$ cat src/rtl/fu_credit_alloc.sv
// fu_credit_alloc: credit-based decode FU allocator, all-or-nothing group accept.
// Optional saturating stall counter enabled by FU_ALLOC_STALL_CNT_EN.
module fu_credit_alloc #(
    parameter int MACHINE_WIDTH = 4,
    parameter int NUM_ALU       = 4,
    parameter int RS_DEPTH      = 4
) (
    input  logic                       clk,
    input  logic                       rst_n,
    input  logic [MACHINE_WIDTH-1:0]   dec_valid,
    input  logic [2*MACHINE_WIDTH-1:0] dec_class,
    input  logic                       flush,
    input  logic [NUM_ALU+2:0]         credit_ret,
    output logic                       dec_ready,
    output logic [3*MACHINE_WIDTH-1:0] alloc_fu_id,
    output logic [MACHINE_WIDTH-1:0]   alloc_valid,
    output logic                       credit_err,
    output logic [31:0]                stall_cnt
);
    localparam int NUM_FU = NUM_ALU + 3;
    localparam int CW     = $clog2(RS_DEPTH + 1);
    localparam int HW     = $clog2(NUM_ALU);

    logic [NUM_FU-1:0][CW-1:0] credit_q, credit_d;
    logic [HW-1:0]             rr_head_q, rr_head_d, last_alu;
    logic                      credit_err_q, credit_err_d;
    logic [NUM_ALU-1:0]        used;
    logic                      ok, alu_hit, found, fire;
    logic [1:0]                cls;
    int                        cons [NUM_FU];
    int                        idx, tmp;

    always_comb begin
        used        = '0;
        ok          = 1'b1;
        alu_hit     = 1'b0;
        last_alu    = '0;
        found       = 1'b0;
        cls         = 2'd0;
        idx         = 0;
        tmp         = 0;
        alloc_fu_id = '0;
        for (int u = 0; u < NUM_FU; u++) cons[u] = 0;
        for (int s = 0; s < MACHINE_WIDTH; s++) begin
            cls   = dec_class[2*s +: 2];
            found = 1'b0;
            if (dec_valid[s]) begin
                if (cls == 2'd0) begin
                    // circular scan from rr_head; an ALU takes at most one slot per cycle
                    for (int k = 0; k < NUM_ALU; k++) begin
                        idx = (int'(rr_head_q) + k) % NUM_ALU;
                        if (!found && !used[idx] && credit_q[idx] != '0) begin
                            found                = 1'b1;
                            used[idx]            = 1'b1;
                            alloc_fu_id[3*s +: 3] = 3'(idx);
                            last_alu             = HW'(idx);
                        end
                    end
                    alu_hit = alu_hit | found;
                    ok      = ok & found;
                end else begin
                    alloc_fu_id[3*s +: 3] = 3'(NUM_ALU + int'(cls) - 1);
                    cons[NUM_ALU + int'(cls) - 1] = cons[NUM_ALU + int'(cls) - 1] + 1;
                end
            end
        end
        for (int u = 0; u < NUM_ALU; u++) cons[u] = int'(used[u]);
        for (int u = NUM_ALU; u < NUM_FU; u++) ok = ok & (cons[u] <= int'(credit_q[u]));
        dec_ready    = ~flush & ok;
        fire         = dec_ready & (|dec_valid);
        credit_err_d = credit_err_q;
        for (int u = 0; u < NUM_FU; u++) begin
            tmp = int'(credit_q[u]) - (fire ? cons[u] : 0) + int'(credit_ret[u]);
            if (tmp > RS_DEPTH) begin
                tmp          = RS_DEPTH;
                credit_err_d = credit_err_d | ~flush;
            end
            credit_d[u] = flush ? CW'(RS_DEPTH) : CW'(tmp);
        end
        rr_head_d = flush ? '0 : (fire && alu_hit) ? HW'((int'(last_alu) + 1) % NUM_ALU) : rr_head_q;
    end

    always_ff @(posedge clk or negedge rst_n) begin
        if (!rst_n) begin
            credit_q     <= {NUM_FU{CW'(RS_DEPTH)}};
            rr_head_q    <= '0;
            credit_err_q <= 1'b0;
        end else begin
            credit_q     <= credit_d;
            rr_head_q    <= rr_head_d;
            credit_err_q <= credit_err_d;
        end
    end

    assign alloc_valid = dec_valid & {MACHINE_WIDTH{dec_ready}};
    assign credit_err  = credit_err_q;

`ifdef FU_ALLOC_STALL_CNT_EN
    logic [31:0] stall_cnt_q, stall_cnt_d;

    always_comb
        stall_cnt_d = ((|dec_valid) && !dec_ready && !flush && stall_cnt_q != '1) ? stall_cnt_q + 32'd1 : stall_cnt_q;

    always_ff @(posedge clk or negedge rst_n) begin
        if (!rst_n) stall_cnt_q <= '0;
        else        stall_cnt_q <= stall_cnt_d;
    end

    assign stall_cnt = stall_cnt_q;
`else
    assign stall_cnt = 32'd0;
`endif
endmodule

$ cat config.mk
export PLATFORM = sky130hd
export DESIGN_NAME = fu_credit_alloc
export DESIGN_NICKNAME = d
export VERILOG_FILES = /design/src/rtl/fu_credit_alloc.sv
export SDC_FILE = /design/constraint.sdc
export NUM_CORES = 1
export LEC_CHECK = 0
export CAP_MARGIN = 20
export CORE_ASPECT_RATIO = 1.75
export CORE_MARGIN = 2
export CORE_UTILIZATION = 30
export CTS_CLUSTER_DIAMETER = 30
export DETAILED_ROUTE_END_ITERATION = 6
export PLACE_DENSITY_LB_ADDON = 0.15
export SLEW_MARGIN = 20
export SYNTH_ARGS = -nofsm -noshare
export SYNTH_HDL_FRONTEND = slang
export SYNTH_SLANG_ARGS = --single-unit
$ cat constraint.sdc
create_clock -name clk -period 14.6 [get_ports clk]
set_input_delay 2.92 -clock clk [delete_from_list [all_inputs] [get_ports clk]]
set_output_delay 2.92 -clock clk [all_outputs]
set_load 0.005 [all_outputs]
# Word-level counts from Yosys, hierarchy flattened
# Memories as Yosys holds them, arrays and structs flattened.
# Cells that the tools add are included.
# word_totals
regBits	24
latchBits	0
ramBits	0
mem_bits_ro	256
input_bits	22
out_inout_bits	50
wordCells	472
memories	1
# mem_list
memory	words	width	rd	rd_ports_with_merged_regs	write_ports	line_no	source
(no name shown)	8	32	1	0	0	63	cons[NUM_ALU + int'(cls) - 1] = cons[NUM_ALU + int'(cls) - 1] + 1;
# classes
add_sub_neg	30
mul	0
div_mod_pow	0
magnitude_cmp	30
n_eq_ne	0
n_shift	0
muxes	281
n_bitwise	43
n_reduce_logical	78
# op_table
cell	count
$mux W224	6
$bwmux W224	3
$mux W32	15
$demux W32 S3	4
$bmux W32 S3	3
$and A224 B224 Y224	1
$mux W4	48
$mux W96	2
$add A32 B2 Y32 const B	4
$ge A32 B4 Y1 const B	4
$lt A32 B1 Y1 const B	4
$not A32 Y32	4
$mux W3	41
$mux W1	105
$add A32 B2 Y32	3
$gt A32 B4 Y1 const B	3
$le A32 B4 Y1	3
$sub A4 B32 Y32	3
$mux W2	30
$or A4 B4 Y4	15
$logic_and A1 B1 Y1	37
$bmux W1 S2	16
$logic_not A1 Y1	28
$bmux W3 S3	3
other kinds (25)	77

# Longest topological paths before layout
# depth
ltp_word	161
mapped_depth	49
ltp_nobuf	43

# Least setup slack after synthesis
# OpenSTA, ideal clock, no wires.
# synth_path
kind	in2out
startpoint	input port dec_valid[0]
endpoint	output port alloc_valid[0]
arrival_time_ns	9.244
t_required_ns	11.680
slack_ns	2.436
path_stages	27
path_buffers	4
path_cell_list	clkbuf_1 -> and2_0 -> clkbuf_1 -> o41ai_1 -> a31oi_1 -> nor3_1 -> or3_1 -> a21boi_1 -> o31ai_2 -> a211o_1 -> a211oi_4 -> o31ai_1 -> and2_1 -> o31ai_4 -> o2111ai_1 -> a22o_1 -> a2111oi_4 -> nor2_1 -> mux4_2 -> or2_4 -> nor4bb_1 -> and4_1 -> or3b_1 -> buf_4 -> o21ba_1 -> buf_6 -> and2_1
# synth_via
elab_chain_cells	111
elab_cells_between_ends	196
cone_classes	add/sub (3); order compare (3); mux (129); bitwise (19); reduce/logical (42)
# synth_rtl
item	line_no	source
start: declaration	10	input logic [MACHINE_WIDTH-1:0] dec_valid,
$mux W4	47	if (dec_valid[s]) begin
$bmux W1 S2	52	if (!found && !used[idx] && credit_q[idx] != '0) begin
$mux W1 (not written as such)	52	
$logic_not A1 Y1	52	
$logic_and A1 B1 Y1	52	
$mux W4	52	
$mux W4	48	if (cls == 2'd0) begin
$mux W4	47	
[95 not listed]	--	
$and A1 B1 Y1	60	ok = ok & found;
$mux W1	48	
$mux W1	47	
$and A1 B1 Y1 (2 in a row)	68	for (int u = NUM_ALU; u < NUM_FU; u++) ok = ok & (cons[u] <= int'(credit_q[u]));
$and A1 B1 Y1 (*)	68	
$and A1 B1 Y1 (*)	69	dec_ready = ~flush & ok;
named net dec_ready	14	output logic dec_ready,
$and A4 B4 Y4 (*)	95	assign alloc_valid = dec_valid & {MACHINE_WIDTH{dec_ready}};
end: declaration	16	output logic [MACHINE_WIDTH-1:0] alloc_valid,
# Mark *: on every way through the listed nets, which the timed path passes. The rest lies on a longest branch. The select of a mux whose other input is x is not followed.

# Worst setup path in the final report
# layout_path
startpoint	input port dec_class[1]
endpoint	output port alloc_valid[2]
# layout_via
elab_chain_cells	113
elab_cells_between_ends	213
cone_classes	add/sub (6); order compare (5); mux (136); bitwise (21); reduce/logical (44); memory (1)
# layout_rtl
item	line_no	source
start: declaration	11	input logic [2*MACHINE_WIDTH-1:0] dec_class,
$logic_not A2 Y1	48	
$mux W4	48	
$mux W4	47	
$bmux W1 S2	52	
$mux W1 (not written as such)	52	
$logic_not A1 Y1	52	
$logic_and A1 B1 Y1	52	
$mux W4	52	
[96 not listed]	--	
$mux W1	47	
$and A1 B1 Y1	60	
$mux W1	48	
$mux W1	47	
$and A1 B1 Y1 (2 in a row)	68	
$and A1 B1 Y1 (*)	68	
$and A1 B1 Y1 (*)	69	
$and A4 B4 Y4 (*)	95	
# Every way passes the cells marked *; elsewhere a longest branch is shown, timed or not. The select of a mux whose other input is x is not followed.

==> impl_metrics.tcl <==
set metrics [dict create \
    dp_cells 1229 \
    post-route-period-util_pct 96.7 \
    die-width_um 118 \
    finalMaxSlewViolations 0 \
    diodes 0 \
    fin_nets 1043 \
    first_global_vias 7355 \
    p_sw_w 0.000823 \
    required_ns 11.68 \
    timing.reg2reg.setup_slack_ns 3.03 \
    rr_worst_depth 35 \
    period_needed_ns 14.12 \
    grt_setup_unrepaired "no" \
    hold_depth 1 \
    ant_nets 0 \
    netlist_area_um2 6770 \
    die_area_um2 23800 \
    via_per_inst 5.92 \
    cts_hold_buf 0 \
    synth.distinct_cells 108 \
    core_area_um2 22200 \
    start_util_pct 30.6 \
    worstHoldStart "credit_err" \
    synth_seq_area_share_pct 9.00 \
    cts_tree "built" \
    portBuffers 39 \
    synth.avg_cell_area_um2 7.39 \
    ctsHtreeMaxLevel 1 \
    seqPwrFrac_pct 8.2 \
    r2r-end "credit_err" \
    max_slew.worst_pin.slew_ns 0.963 \
    clockBufferDepth 2 \
    wl_per_cell_um 22.3 \
    startpoint_type "input pin" \
    grt_pass1_wl_um 42500 \
    drt-total-wl_um 27600 \
    drive_above_1_share_pct 9.69 \
    slew_headroom_pct 35.7 \
    crit_arrival_ns 11.20 \
    hold_viol 0 \
    setup_tns_ns 0 \
    dr.pass1.iters 5 \
    ir_drop_v 0.0000915 \
    syn2layout_area_growth_pct 11.2 \
    critPathSlowestCell "nor3_1" \
    clk-insertion-delay-late_ns 0.26 \
    p_leak_nw 3.19 \
    io_pins 72 \
    end_kind "primary output" \
    hpwl_um 22100 \
    drv_cap 0 \
    placementRows 72 \
    final_util_pct 34.0 \
    crit_buf_inv 3 \
    cpMostUsedCell "nor3_1" \
    internal-power_w 0.000573 \
    gr-usage-all-layers_pct 22.8 \
    vias 7312 \
    fin_skew_ns 0.00463 \
    setup_viol 0 \
    reg2reg_from "rr_head_q[0]" \
    crit_family "compound AO/OA/AOI/OAI gates" \
    path_class "input pin to primary output" \
    synth_edf_count 0 \
    overflow 0 \
    ys_ff_latch 24 \
    fp.dieH_um 203 \
    comb_power_share_pct 86.1 \
    ys.warnings.count 0 \
    max_freq_ghz 0.0708 \
    clkPwrFrac_pct 5.7 \
    cts_buffers 3 \
    syn_inst 916 \
    slowest_delay_ns 0.69 \
    layout.cells.non_filler 1235 \
    worstPathMaxFanout 9 \
    drt_iter0_drc 469 \
    n_fill_cell 2444 \
    cts.sinks 24 \
    antenna_found_initial 0 \
    hold_path_class "register to register" \
    power_switching_share_pct 59.0 \
    whs_endpoint "credit_err" \
    yosys_most_used_dff "dfrtp_1" \
    cts_root_buffer "clkbuf_16" \
    powerDensity_nw_per_um2 185 \
    clkTransAtPathRegs_ns 0.06 \
    place_congestion 0.958 \
    drc 0 \
    grt_max_degree 62 \
    run_status "finished clean" \
    async_flop_share_pct 100 \
]
==> Yosys cell counts, drive strengths merged, types with 6 or more instances <==
library cell | count | area [um2]
o31ai | 17 | 165
mux2i | 10 | 100
a31oi | 20 | 131
buf | 53 | 363
nand3 | 38 | 190
o22ai | 10 | 68.8
dfstp | 7 | 184
o21ai | 46 | 238
a21o | 15 | 113
ha | 75 | 938
a311oi | 7 | 91.3
nor3 | 25 | 130
inv | 54 | 203
o211ai | 10 | 80.1
mux2 | 8 | 90.1
dfrtp | 17 | 425
nor2b | 8 | 50.1
and2 | 32 | 200
o221ai | 6 | 52.6
nand2 | 103 | 389
xnor2 | 9 | 78.8
a21oi | 36 | 180
nor4 | 10 | 62.6
or2 | 8 | 52.6
a211o | 8 | 70.1
nor2 | 73 | 279
fa | 6 | 120
a211oi | 16 | 138
o2111ai | 6 | 52.6
or4 | 6 | 48.8
and3 | 13 | 81.3
or3 | 9 | 56.3
a22oi | 6 | 45.0
nand2b | 9 | 56.3
a2111oi | 6 | 71.3
clkbuf | 28 | 108
==> sequential cells by signal, summed over array words and instances, names as in the netlist <==
signal	flops
credit_err	1
rr_head_q	2
credit_q	21
==> stage by stage <==
stage,setup WS (ns),total power [W],hold slack [ns],instance area (um2)
after global routing,0.0111,0.00152,0.495,7530
after CTS,0.276,0.00137,0.480,7480
final,0.480,0.00140,0.471,7530
after global placement,0.468,0.00129,0.462,7370
after floorplan,2.44,0.000951,0.465,6910
after detailed placement,0.323,0.00129,0.458,7370
==> kinds of logic after synthesis <==
kind of cell,count (synthesis),share of synthesized area (%)
AOI/OAI and AO/OA,284,33.5
xor gates and xnor gates,14,1.81
adders and majority gates,81,15.6
buffers and inverters,137,10.0
DFF,24,9.00
muxes,22,4.14
other,2,0.111
and+or+nand+nor,352,25.8
==> power groups by stage <==
stage          combinational (W)   clock, W  sequential (W)
4_1_cts                  0.00117  0.0000824        0.000115
3_5_place_dp             0.00117          0        0.000117
5_1_grt                  0.00131  0.0000840        0.000119
6_report                 0.00120  0.0000790        0.000115
2_1_floorplan           0.000840          0        0.000112
3_3_place_gp             0.00118          0        0.000116
==> cells in the final DEF (no fill, tap or decap), types with 7 or more instances in the layout <==
cell and instances:
and3_1 13, and2_1 30, o31ai_1 12, nor2b_1 8
dfstp_2 7, nand3_1 38, nand2b_1 9, or3_1 9
nor3_1 24, a211oi_1 14, ha_1 75, inv_1 53
mux2i_1 10, o22ai_1 9, xnor2_1 9, nor2_1 71
nor4_1 10, buf_4 23, a21o_1 15, a31oi_1 19
a211o_1 8, nand2_1 102, dfrtp_1 16, clkdlybuf4s50_1 39
o211ai_1 9, conb_1 38, mux2_2 8, o21ai_0 41
a21oi_1 36
==> final cells by class <==
class                      instances  area [um2]  share of cell area, %
clock buffer                       3        75.1                  0.997
clock inverter                     1        30.0                  0.399
inverter                          56         210                   2.79
multi-input combinational        791        5650                   75.0
sequential                        24         611                   8.11
tap                              296         370                   4.92
timing repair buffer              64         588                   7.81
==> metal layers <==
| metal | routed length (um) | vias to the layer above | share of wire, % | GRT usage, % |
|---|---|---|---|---|
| met1 | 9540 | 3464 | 35 | 23.2 |
| met3 | 1150 | 117 | 4.2 | 1.63 |
| met5 | 0 | - | 0 | 0 |
| met4 | 2080 | 0 | 7.6 | 14.4 |
| li1 | - | 3428 | - | - |
| met2 | 14800 | 303 | 54 | 44.3 |
==> what timing repair did <==
item / CTS / global route
gates resized for setup: 0 / 5
endpoints found under the setup margin: 0 / 6
setup buffers: 0 / 1
==> worst max-delay path by stage <==
| stage | cells after the start | from | slack (ns) | endpoint |
|---|---|---|---|---|
| 2_1_floorplan | 27 | dec_valid[0] | 2.44 | alloc_valid[0] |
| 3_3_place_gp | 27 | dec_class[1] | 0.47 | alloc_valid[1] |
| 5_1_grt | 28 | dec_class[1] | 0.01 | alloc_valid[3] |
| 3_5_place_dp | 27 | dec_class[1] | 0.32 | alloc_valid[2] |
| 4_1_cts | 27 | dec_class[1] | 0.28 | alloc_valid[2] |
| 6_report | 27 | dec_class[1] | 0.48 | alloc_valid[2] |
(Power assumes the default switching activity.)
